===== src/rtl/syn_global_pkg.sv =====
// Shared widths, FSM state encoding and command record for the async SRAM controller.
package syn_global_pkg;

  localparam int ADDR_W = 18;
  localparam int DATA_W = 16;
  localparam int BE_W   = 2;

  typedef enum logic [2:0] {
    IDLE     = 3'd0,
    RD_SETUP = 3'd1,
    RD_CAPT  = 3'd2,
    WR_SETUP = 3'd3,
    WR_PULSE = 3'd4,
    WR_HOLD  = 3'd5
  } state_e;

  typedef struct packed {
    logic              wr;
    logic [ADDR_W-1:0] addr;
    logic [BE_W-1:0]   be;
    logic [DATA_W-1:0] wdata;
  } cmd_t;

  // Zero every byte lane whose enable is low.
  function automatic logic [DATA_W-1:0] mask_bytes(input logic [DATA_W-1:0] data,
                                                   input logic [BE_W-1:0]   be);
    logic [DATA_W-1:0] res;
    res = '0;
    for (int b = 0; b < BE_W; b++) begin
      res[b*8 +: 8] = be[b] ? data[b*8 +: 8] : 8'h00;
    end
    return res;
  endfunction

endpackage


===== src/rtl/syn_sram_acc_ctrl_if.sv =====
// Request/response handshake bundle between a client and the SRAM access controller.
interface syn_sram_acc_ctrl_if;
  import syn_global_pkg::*;

  logic              req_valid;
  logic              req_ready;
  logic              req_wr;
  logic [ADDR_W-1:0] req_addr;
  logic [BE_W-1:0]   req_be;
  logic [DATA_W-1:0] req_wdata;
  logic              rsp_valid;
  logic [DATA_W-1:0] rsp_rdata;

  modport master (
    output req_valid, req_wr, req_addr, req_be, req_wdata,
    input  req_ready, rsp_valid, rsp_rdata
  );

  modport slave (
    input  req_valid, req_wr, req_addr, req_be, req_wdata,
    output req_ready, rsp_valid, rsp_rdata
  );

endinterface


===== src/rtl/syn_sram_cmd_fifo.sv =====
// Command FIFO: flop-array storage, head word read straight from the array, full/empty/level flags.
module syn_sram_cmd_fifo
  import syn_global_pkg::*;
#(
  parameter  int P_DEPTH = 4,
  localparam int PTR_W   = $clog2(P_DEPTH),
  localparam int CNT_W   = PTR_W + 1
) (
  input  logic             clk_ir,
  input  logic             rst_il,
  input  logic             push_i,
  input  cmd_t             push_data_i,
  input  logic             pop_i,
  output cmd_t             head_o,
  output logic             full_o,
  output logic             empty_o,
  output logic [CNT_W-1:0] level_o
);

  cmd_t             mem_q [P_DEPTH];
  logic [PTR_W-1:0] wr_ptr_q, wr_ptr_d;
  logic [PTR_W-1:0] rd_ptr_q, rd_ptr_d;
  logic [CNT_W-1:0] cnt_q, cnt_d;
  logic             do_push;
  logic             do_pop;

  assign full_o  = (cnt_q == CNT_W'(P_DEPTH));
  assign empty_o = (cnt_q == '0);
  assign level_o = cnt_q;
  assign head_o  = mem_q[rd_ptr_q];
  assign do_push = push_i & ~full_o;
  assign do_pop  = pop_i & ~empty_o;

  // Depth is a power of two, so the pointers wrap without an explicit compare.
  always_comb begin
    wr_ptr_d = wr_ptr_q;
    rd_ptr_d = rd_ptr_q;
    cnt_d    = cnt_q;
    if (do_push) wr_ptr_d = wr_ptr_q + PTR_W'(1);
    if (do_pop)  rd_ptr_d = rd_ptr_q + PTR_W'(1);
    case ({do_push, do_pop})
      2'b10:   cnt_d = cnt_q + CNT_W'(1);
      2'b01:   cnt_d = cnt_q - CNT_W'(1);
      default: cnt_d = cnt_q;
    endcase
  end

  always_ff @(posedge clk_ir or negedge rst_il) begin
    if (!rst_il) begin
      wr_ptr_q <= '0;
      rd_ptr_q <= '0;
      cnt_q    <= '0;
    end else begin
      wr_ptr_q <= wr_ptr_d;
      rd_ptr_q <= rd_ptr_d;
      cnt_q    <= cnt_d;
    end
  end

  always_ff @(posedge clk_ir) begin
    if (do_push) mem_q[wr_ptr_q] <= push_data_i;
  end

endmodule


===== src/rtl/syn_sram_acc_ctrl.sv =====
// Asynchronous SRAM access controller: buffered commands, 2-cycle reads, 3-cycle writes,
// every SRAM pin driven from a flop.
module syn_sram_acc_ctrl
  import syn_global_pkg::*;
#(
  parameter int P_FIFO_DEPTH = 4
) (
  input  logic                clk_ir,
  input  logic                rst_il,
  syn_sram_acc_ctrl_if.slave  bus,
  output logic                busy,
  output logic [DATA_W-1:0]   SRAM_DO,
  input  logic [DATA_W-1:0]   SRAM_DI,
  output logic [ADDR_W-1:0]   SRAM_ADDR,
  output logic                SRAM_LB_N,
  output logic                SRAM_UB_N,
  output logic                SRAM_CE_N,
  output logic                SRAM_OE_N,
  output logic                SRAM_WE_N
);

  localparam int CNT_W = $clog2(P_FIFO_DEPTH) + 1;

  state_e            state_q, state_d;
  logic              ce_n_q, ce_n_d;
  logic              oe_n_q, oe_n_d;
  logic              we_n_q, we_n_d;
  logic              lb_n_q, lb_n_d;
  logic              ub_n_q, ub_n_d;
  logic [ADDR_W-1:0] addr_q, addr_d;
  logic [DATA_W-1:0] do_q, do_d;
  logic              rsp_valid_q, rsp_valid_d;
  logic [DATA_W-1:0] rsp_rdata_q, rsp_rdata_d;
  logic              ready_en_q, ready_en_d;

  cmd_t              push_cmd;
  cmd_t              head;
  logic              fifo_full;
  logic              fifo_empty;
  logic [CNT_W-1:0]  fifo_level;
  logic              pop;
  logic              launch;

  assign push_cmd      = '{wr: bus.req_wr, addr: bus.req_addr, be: bus.req_be, wdata: bus.req_wdata};
  // Held low through reset so nothing is accepted until the first clock after release.
  assign bus.req_ready = ready_en_q & ~fifo_full;
  assign ready_en_d    = 1'b1;

  syn_sram_cmd_fifo #(
    .P_DEPTH (P_FIFO_DEPTH)
  ) u_cmd_fifo (
    .clk_ir      (clk_ir),
    .rst_il      (rst_il),
    .push_i      (bus.req_valid & bus.req_ready),
    .push_data_i (push_cmd),
    .pop_i       (pop),
    .head_o      (head),
    .full_o      (fifo_full),
    .empty_o     (fifo_empty),
    .level_o     (fifo_level)
  );

  always_comb begin
    state_d     = state_q;
    ce_n_d      = ce_n_q;
    oe_n_d      = oe_n_q;
    we_n_d      = we_n_q;
    lb_n_d      = lb_n_q;
    ub_n_d      = ub_n_q;
    addr_d      = addr_q;
    do_d        = do_q;
    rsp_valid_d = 1'b0;
    rsp_rdata_d = rsp_rdata_q;
    pop         = 1'b0;
    launch      = 1'b0;

    case (state_q)
      RD_SETUP: state_d = RD_CAPT;
      RD_CAPT: begin
        rsp_valid_d = 1'b1;
        rsp_rdata_d = mask_bytes(SRAM_DI, {~ub_n_q, ~lb_n_q});
        launch      = 1'b1;
      end
      WR_SETUP: begin
        state_d = WR_PULSE;
        we_n_d  = 1'b0;
      end
      WR_PULSE: begin
        state_d = WR_HOLD;
        we_n_d  = 1'b1;
      end
      IDLE, WR_HOLD: launch = 1'b1;
      default:       launch = 1'b1;
    endcase

    // Outputs are set up here for the state being entered, so the pins line up with state_q.
    if (launch) begin
      if (!fifo_empty) begin
        pop    = 1'b1;
        ce_n_d = 1'b0;
        we_n_d = 1'b1;
        addr_d = head.addr;
        lb_n_d = ~head.be[0];
        ub_n_d = ~head.be[1];
        if (head.wr) begin
          state_d = WR_SETUP;
          oe_n_d  = 1'b1;
          do_d    = head.wdata;
        end else begin
          state_d = RD_SETUP;
          oe_n_d  = 1'b0;
        end
      end else begin
        state_d = IDLE;
        ce_n_d  = 1'b1;
        oe_n_d  = 1'b1;
        we_n_d  = 1'b1;
        lb_n_d  = 1'b1;
        ub_n_d  = 1'b1;
      end
    end
  end

  always_ff @(posedge clk_ir or negedge rst_il) begin
    if (!rst_il) begin
      state_q     <= IDLE;
      ce_n_q      <= 1'b1;
      oe_n_q      <= 1'b1;
      we_n_q      <= 1'b1;
      lb_n_q      <= 1'b1;
      ub_n_q      <= 1'b1;
      addr_q      <= '0;
      do_q        <= '0;
      rsp_valid_q <= 1'b0;
      rsp_rdata_q <= '0;
      ready_en_q  <= 1'b0;
    end else begin
      state_q     <= state_d;
      ce_n_q      <= ce_n_d;
      oe_n_q      <= oe_n_d;
      we_n_q      <= we_n_d;
      lb_n_q      <= lb_n_d;
      ub_n_q      <= ub_n_d;
      addr_q      <= addr_d;
      do_q        <= do_d;
      rsp_valid_q <= rsp_valid_d;
      rsp_rdata_q <= rsp_rdata_d;
      ready_en_q  <= ready_en_d;
    end
  end

  assign busy          = (state_q != IDLE) || (fifo_level != '0);
  assign bus.rsp_valid = rsp_valid_q;
  assign bus.rsp_rdata = rsp_rdata_q;
  assign SRAM_CE_N     = ce_n_q;
  assign SRAM_OE_N     = oe_n_q;
  assign SRAM_WE_N     = we_n_q;
  assign SRAM_LB_N     = lb_n_q;
  assign SRAM_UB_N     = ub_n_q;
  assign SRAM_ADDR     = addr_q;
  assign SRAM_DO       = do_q;

endmodule


===== src/flat_wrapper.sv =====
// flat-port wrapper written by rule: the top's interface ports become plain ports
module syn_sram_acc_ctrl_flat import syn_global_pkg::*;
#(
  parameter int P_FIFO_DEPTH = 4
)
  (clk_ir, rst_il, busy, SRAM_DO, SRAM_DI, SRAM_ADDR, SRAM_LB_N, SRAM_UB_N, SRAM_CE_N, SRAM_OE_N, SRAM_WE_N, bus_req_valid, bus_req_wr, bus_req_addr, bus_req_be, bus_req_wdata, bus_req_ready, bus_rsp_valid, bus_rsp_rdata);
  syn_sram_acc_ctrl_if bus_i ();
  input  logic clk_ir;
  input  logic rst_il;
  output logic busy;
  output logic [DATA_W-1:0] SRAM_DO;
  input  logic [DATA_W-1:0] SRAM_DI;
  output logic [ADDR_W-1:0] SRAM_ADDR;
  output logic SRAM_LB_N;
  output logic SRAM_UB_N;
  output logic SRAM_CE_N;
  output logic SRAM_OE_N;
  output logic SRAM_WE_N;
  input wire logic [$bits(bus_i.req_valid)-1:0] bus_req_valid;
  input wire logic [$bits(bus_i.req_wr)-1:0] bus_req_wr;
  input wire logic [$bits(bus_i.req_addr)-1:0] bus_req_addr;
  input wire logic [$bits(bus_i.req_be)-1:0] bus_req_be;
  input wire logic [$bits(bus_i.req_wdata)-1:0] bus_req_wdata;
  output wire logic [$bits(bus_i.req_ready)-1:0] bus_req_ready;
  output wire logic [$bits(bus_i.rsp_valid)-1:0] bus_rsp_valid;
  output wire logic [$bits(bus_i.rsp_rdata)-1:0] bus_rsp_rdata;
  assign bus_i.req_valid = bus_req_valid;
  assign bus_i.req_wr = bus_req_wr;
  assign bus_i.req_addr = bus_req_addr;
  assign bus_i.req_be = bus_req_be;
  assign bus_i.req_wdata = bus_req_wdata;
  assign bus_req_ready = bus_i.req_ready;
  assign bus_rsp_valid = bus_i.rsp_valid;
  assign bus_rsp_rdata = bus_i.rsp_rdata;
  syn_sram_acc_ctrl #(.P_FIFO_DEPTH(P_FIFO_DEPTH)) u_core (.clk_ir(clk_ir), .rst_il(rst_il), .bus(bus_i), .busy(busy), .SRAM_DO(SRAM_DO), .SRAM_DI(SRAM_DI), .SRAM_ADDR(SRAM_ADDR), .SRAM_LB_N(SRAM_LB_N), .SRAM_UB_N(SRAM_UB_N), .SRAM_CE_N(SRAM_CE_N), .SRAM_OE_N(SRAM_OE_N), .SRAM_WE_N(SRAM_WE_N));
endmodule

===== config.mk =====
export PLATFORM = sky130hd
export DESIGN_NAME = syn_sram_acc_ctrl_flat
export DESIGN_NICKNAME = d
export VERILOG_FILES = /design/src/rtl/syn_global_pkg.sv /design/src/rtl/syn_sram_acc_ctrl_if.sv /design/src/rtl/syn_sram_cmd_fifo.sv /design/src/rtl/syn_sram_acc_ctrl.sv /design/src/flat_wrapper.sv
export SDC_FILE = /design/constraint.sdc
export NUM_CORES = 1
export LEC_CHECK = 0
export ABC_AREA = 1
export CORE_MARGIN = 2
export CORE_UTILIZATION = 45
export DETAILED_ROUTE_END_ITERATION = 6
export PLACE_DENSITY = 0.73
export SYNTH_ARGS = -nofsm -noshare
export SYNTH_HDL_FRONTEND = slang
export SYNTH_SLANG_ARGS = --single-unit

===== constraint.sdc =====
create_clock -name clk_ir -period 6.9 [get_ports clk_ir]
set_input_delay 0.69 -clock clk_ir [delete_from_list [all_inputs] [get_ports clk_ir]]
set_output_delay 0.69 -clock clk_ir [all_outputs]
set_load 0.05 [all_outputs]

==> impl_metrics.toml <==
[setup_path]
critPathKind = "register to register"
end_kind = "register"
worst-endpoint-required_ns = 7.27
crit_fanout = 39
cp-start-kind = "register"
arrival_ns = 3.19

[clocking]
root_buffer = "clkbuf_16"
post_cts_buffers = 0
numCtsBuffers = 22
cts_hold_buf = 0
clock_latency_ns = 0.49
htreeDepth = 1
cts_sinks = 215
clockBufferDepth = 3
cts_tree = "yes"
post_cts_resized = 0
clkTransAtPathRegs_ns = 0.06

[detailed_routing]
wl_um = 17260
vias = 5720
drt-pass1-iter-count = 5
antenna_left = 0
routedWlPerCell_um = 14.94
viasPerCell = 4.952
drc_errors = 0
drt_iter0_markers = 470

[finish]
final_cell_count_no_fill = 1155
num_antenna_cells = 0
nets = 967
drive_above_1_share = 0.06080
area_delta_synth_final_pct = 23.30

[job]
cap_violations = 0

[sta]
slew_headroom = 0.1801
hold_ws_ns = 0.2982
fin_crit_sh = 0.4084
hold_violations = 0
tns_ns = 0
setup_viol = 0
fmax_ghz = 0.3549
worstMarginPinSlew_ns = 1.227
finalClockSkew_ns = 0.009562
rsz0062_at_grt = "false"
slew_violations = 0
fin_crit_ns = 2.818

[power]
power_mw = 5.072
switchingPower_mw = 2.065
peakVddDrop_mv = 0.2729
pwr-share-comb = 0.408
p_int_mw = 3.007
swShare = 0.4071
pwr-share-seq = 0.365
p_per_area_nw_per_um2 = 475.1
p_clk_frac = 0.227
leakage_nw = 4.484

[floorplanning]
initial_core_util = 0.4613
core_um2 = 18770
die_x_um = 142.7
die_area_um2 = 20360
io_pins = 114
die_h_um = 142.7
rows = 50

[placed_design]
io_buffer_count = 113
place_inst = 1115
routabilityCongestion = 0.7081
hpwl_um = 10010

[grt]
grt_pass1_vias = 5500
grt_overflow = 0
antenna_found_initial = 0
grt_max_degree = 77
grt_usage = 0.1686
grt_pass1_wl_um = 27400

[synth]
ys_seq_area_frac = 0.7078
netlist_instances = 798
ys_ff_latch = 215
synth_cell_types = 26
postSynthAreaPerCell_um2 = 10.85
syn-num-nets = 860
synth_area_um2 = 8657
ys_warn_count = 0

[min_path]
hold_class = "primary input to asynchronous set/reset pin"

[status]
status = "finished clean"
-- Yosys cell counts --
cell type	number	area share
a21oi_1	2	0.0012
and2_1	1	0.00072
buf_2	24	0.014
buf_4	3	0.0026
buf_6	1	0.0013
clkbuf_1	7	0.0030
conb_1	1	0.00043
dfrtp_1	62	0.18
dfstp_2	5	0.015
edfxtp_1	148	0.51
fa_1	1	0.0023
ha_1	5	0.0072
inv_1	97	0.042
inv_2	2	0.00087
nand2_1	209	0.091
nand2_2	2	0.0014
nand2_4	2	0.0026
nand3_1	72	0.042
nand3_2	1	0.0012
nor2_1	89	0.039
nor2_4	1	0.0013
nor3_2	2	0.0023
o21ai_0	56	0.032
o21ai_1	1	0.00058
xnor2_1	2	0.0020
xor2_1	2	0.0020
-- power groups by stage --
stage               combinational (mW)  clock, mW  sequential, mW
CTS                               2.10       1.17            1.85
global placement                  2.04          0            1.87
floorplan                        0.996          0            2.35
global route                      2.29       1.22            1.88
detailed placement                2.08          0            1.87
finish                            2.07       1.15            1.85
-- logic make-up after synthesis --
family                     share of synthesized area
AOI/OAI and AO/OA                            0.03411
xor gates and xnor gates                    0.004048
adders and majority gates                   0.009539
buffers and inverters                        0.06374
DFF                                           0.7078
other                                      0.0004332
and+or+nand+nor                               0.1804
-- per-layer routing --
metal | track usage | vias to the layer above | share of wire
met2 | 0.2966 | 172 | 0.50
met4 | 0.05055 | 0 | 0.019
met1 | 0.2186 | 2727 | 0.42
met3 | 0.02347 | 28 | 0.056
li1 | - | 2793 | -
met5 | 0 | - | 0
-- registers in the layout, indices dropped and copies added, names as in the netlist --
signal	cells
u_core.bus.rsp_valid	1
u_core.SRAM_LB_N	1
u_core.ready_en_q	1
u_core.SRAM_UB_N	1
u_core.u_cmd_fifo.rd_ptr_q	2
u_core.u_cmd_fifo.level_o	3
u_core.SRAM_ADDR	18
u_core.u_cmd_fifo.mem_q	148
u_core.state_q	3
u_core.SRAM_CE_N	1
u_core.u_cmd_fifo.wr_ptr_q	2
u_core.bus.rsp_rdata	16
u_core.SRAM_DO	16
u_core.SRAM_OE_N	1
u_core.SRAM_WE_N	1
-- final timing paths --
kind | start | endpoint | slack (ns) | depth (start not counted)
max | u_core.u_cmd_fifo.rd_ptr_q[1] | u_core.state_q[1] | 4.08 | 6
min | rst_il | u_core.bus.rsp_rdata[10] | 0.30 | 1
max reg2reg | u_core.u_cmd_fifo.rd_ptr_q[1] | u_core.state_q[1] | 4.08 | 6
min reg2reg | u_core.SRAM_DO[10] | u_core.SRAM_DO[10] | 0.47 | 2
max in group asynchronous | rst_il | u_core.u_cmd_fifo.rd_ptr_q[1] | 5.98 | 1
min in group clk_ir | u_core.SRAM_DO[10] | u_core.SRAM_DO[10] | 0.47 | 2
-- through the flow --
step	area (µm²)	setup WS, ns	util
6_report	10670	4.082	0.5687
5_1_grt	10670	3.854	0.5687
4_1_cts	10670	4.050	0.5687
3_5_place_dp	9968	3.745	0.5311
3_3_place_gp	9968	3.781	0.5311
2_1_floorplan	8657	3.953	-
-- cells in the final DEF, fill, tap and decap left out, types with 3 or more instances in the layout --
cell type,count
nand2_1,209
edfxtp_1,148
clkdlybuf4s50_1,112
inv_1,96
nor2_1,85
nand3_1,72
dfrtp_1,60
o21ai_0,56
clkbuf_16,23
clkbuf_1,7
buf_4,6
nor2_4,5
clkinv_1,5
ha_1,5
dfstp_2,5
clkinv_2,3
-- worst max-delay path, stage by stage, from the launching register on --
cell and delay, ns:
dfrtp_2 0.96, clkinv_1 0.69, buf_4 0.44, nand2_2 0.13
nand2_4 0.15, nand2_4 0.23, o21ai_1 0.09
-- cell type report --
cell class,instances,area [µm²]
inverters,99,371.6
multi-input cells,449,2008
clock buffers,31,615.6
well taps,234,292.8
flip-flops and latches,215,6130
clock inverters,9,90.09
fillers,1572,8094
repair buffers,118,1166
Power figures use the tool's default switching activity.
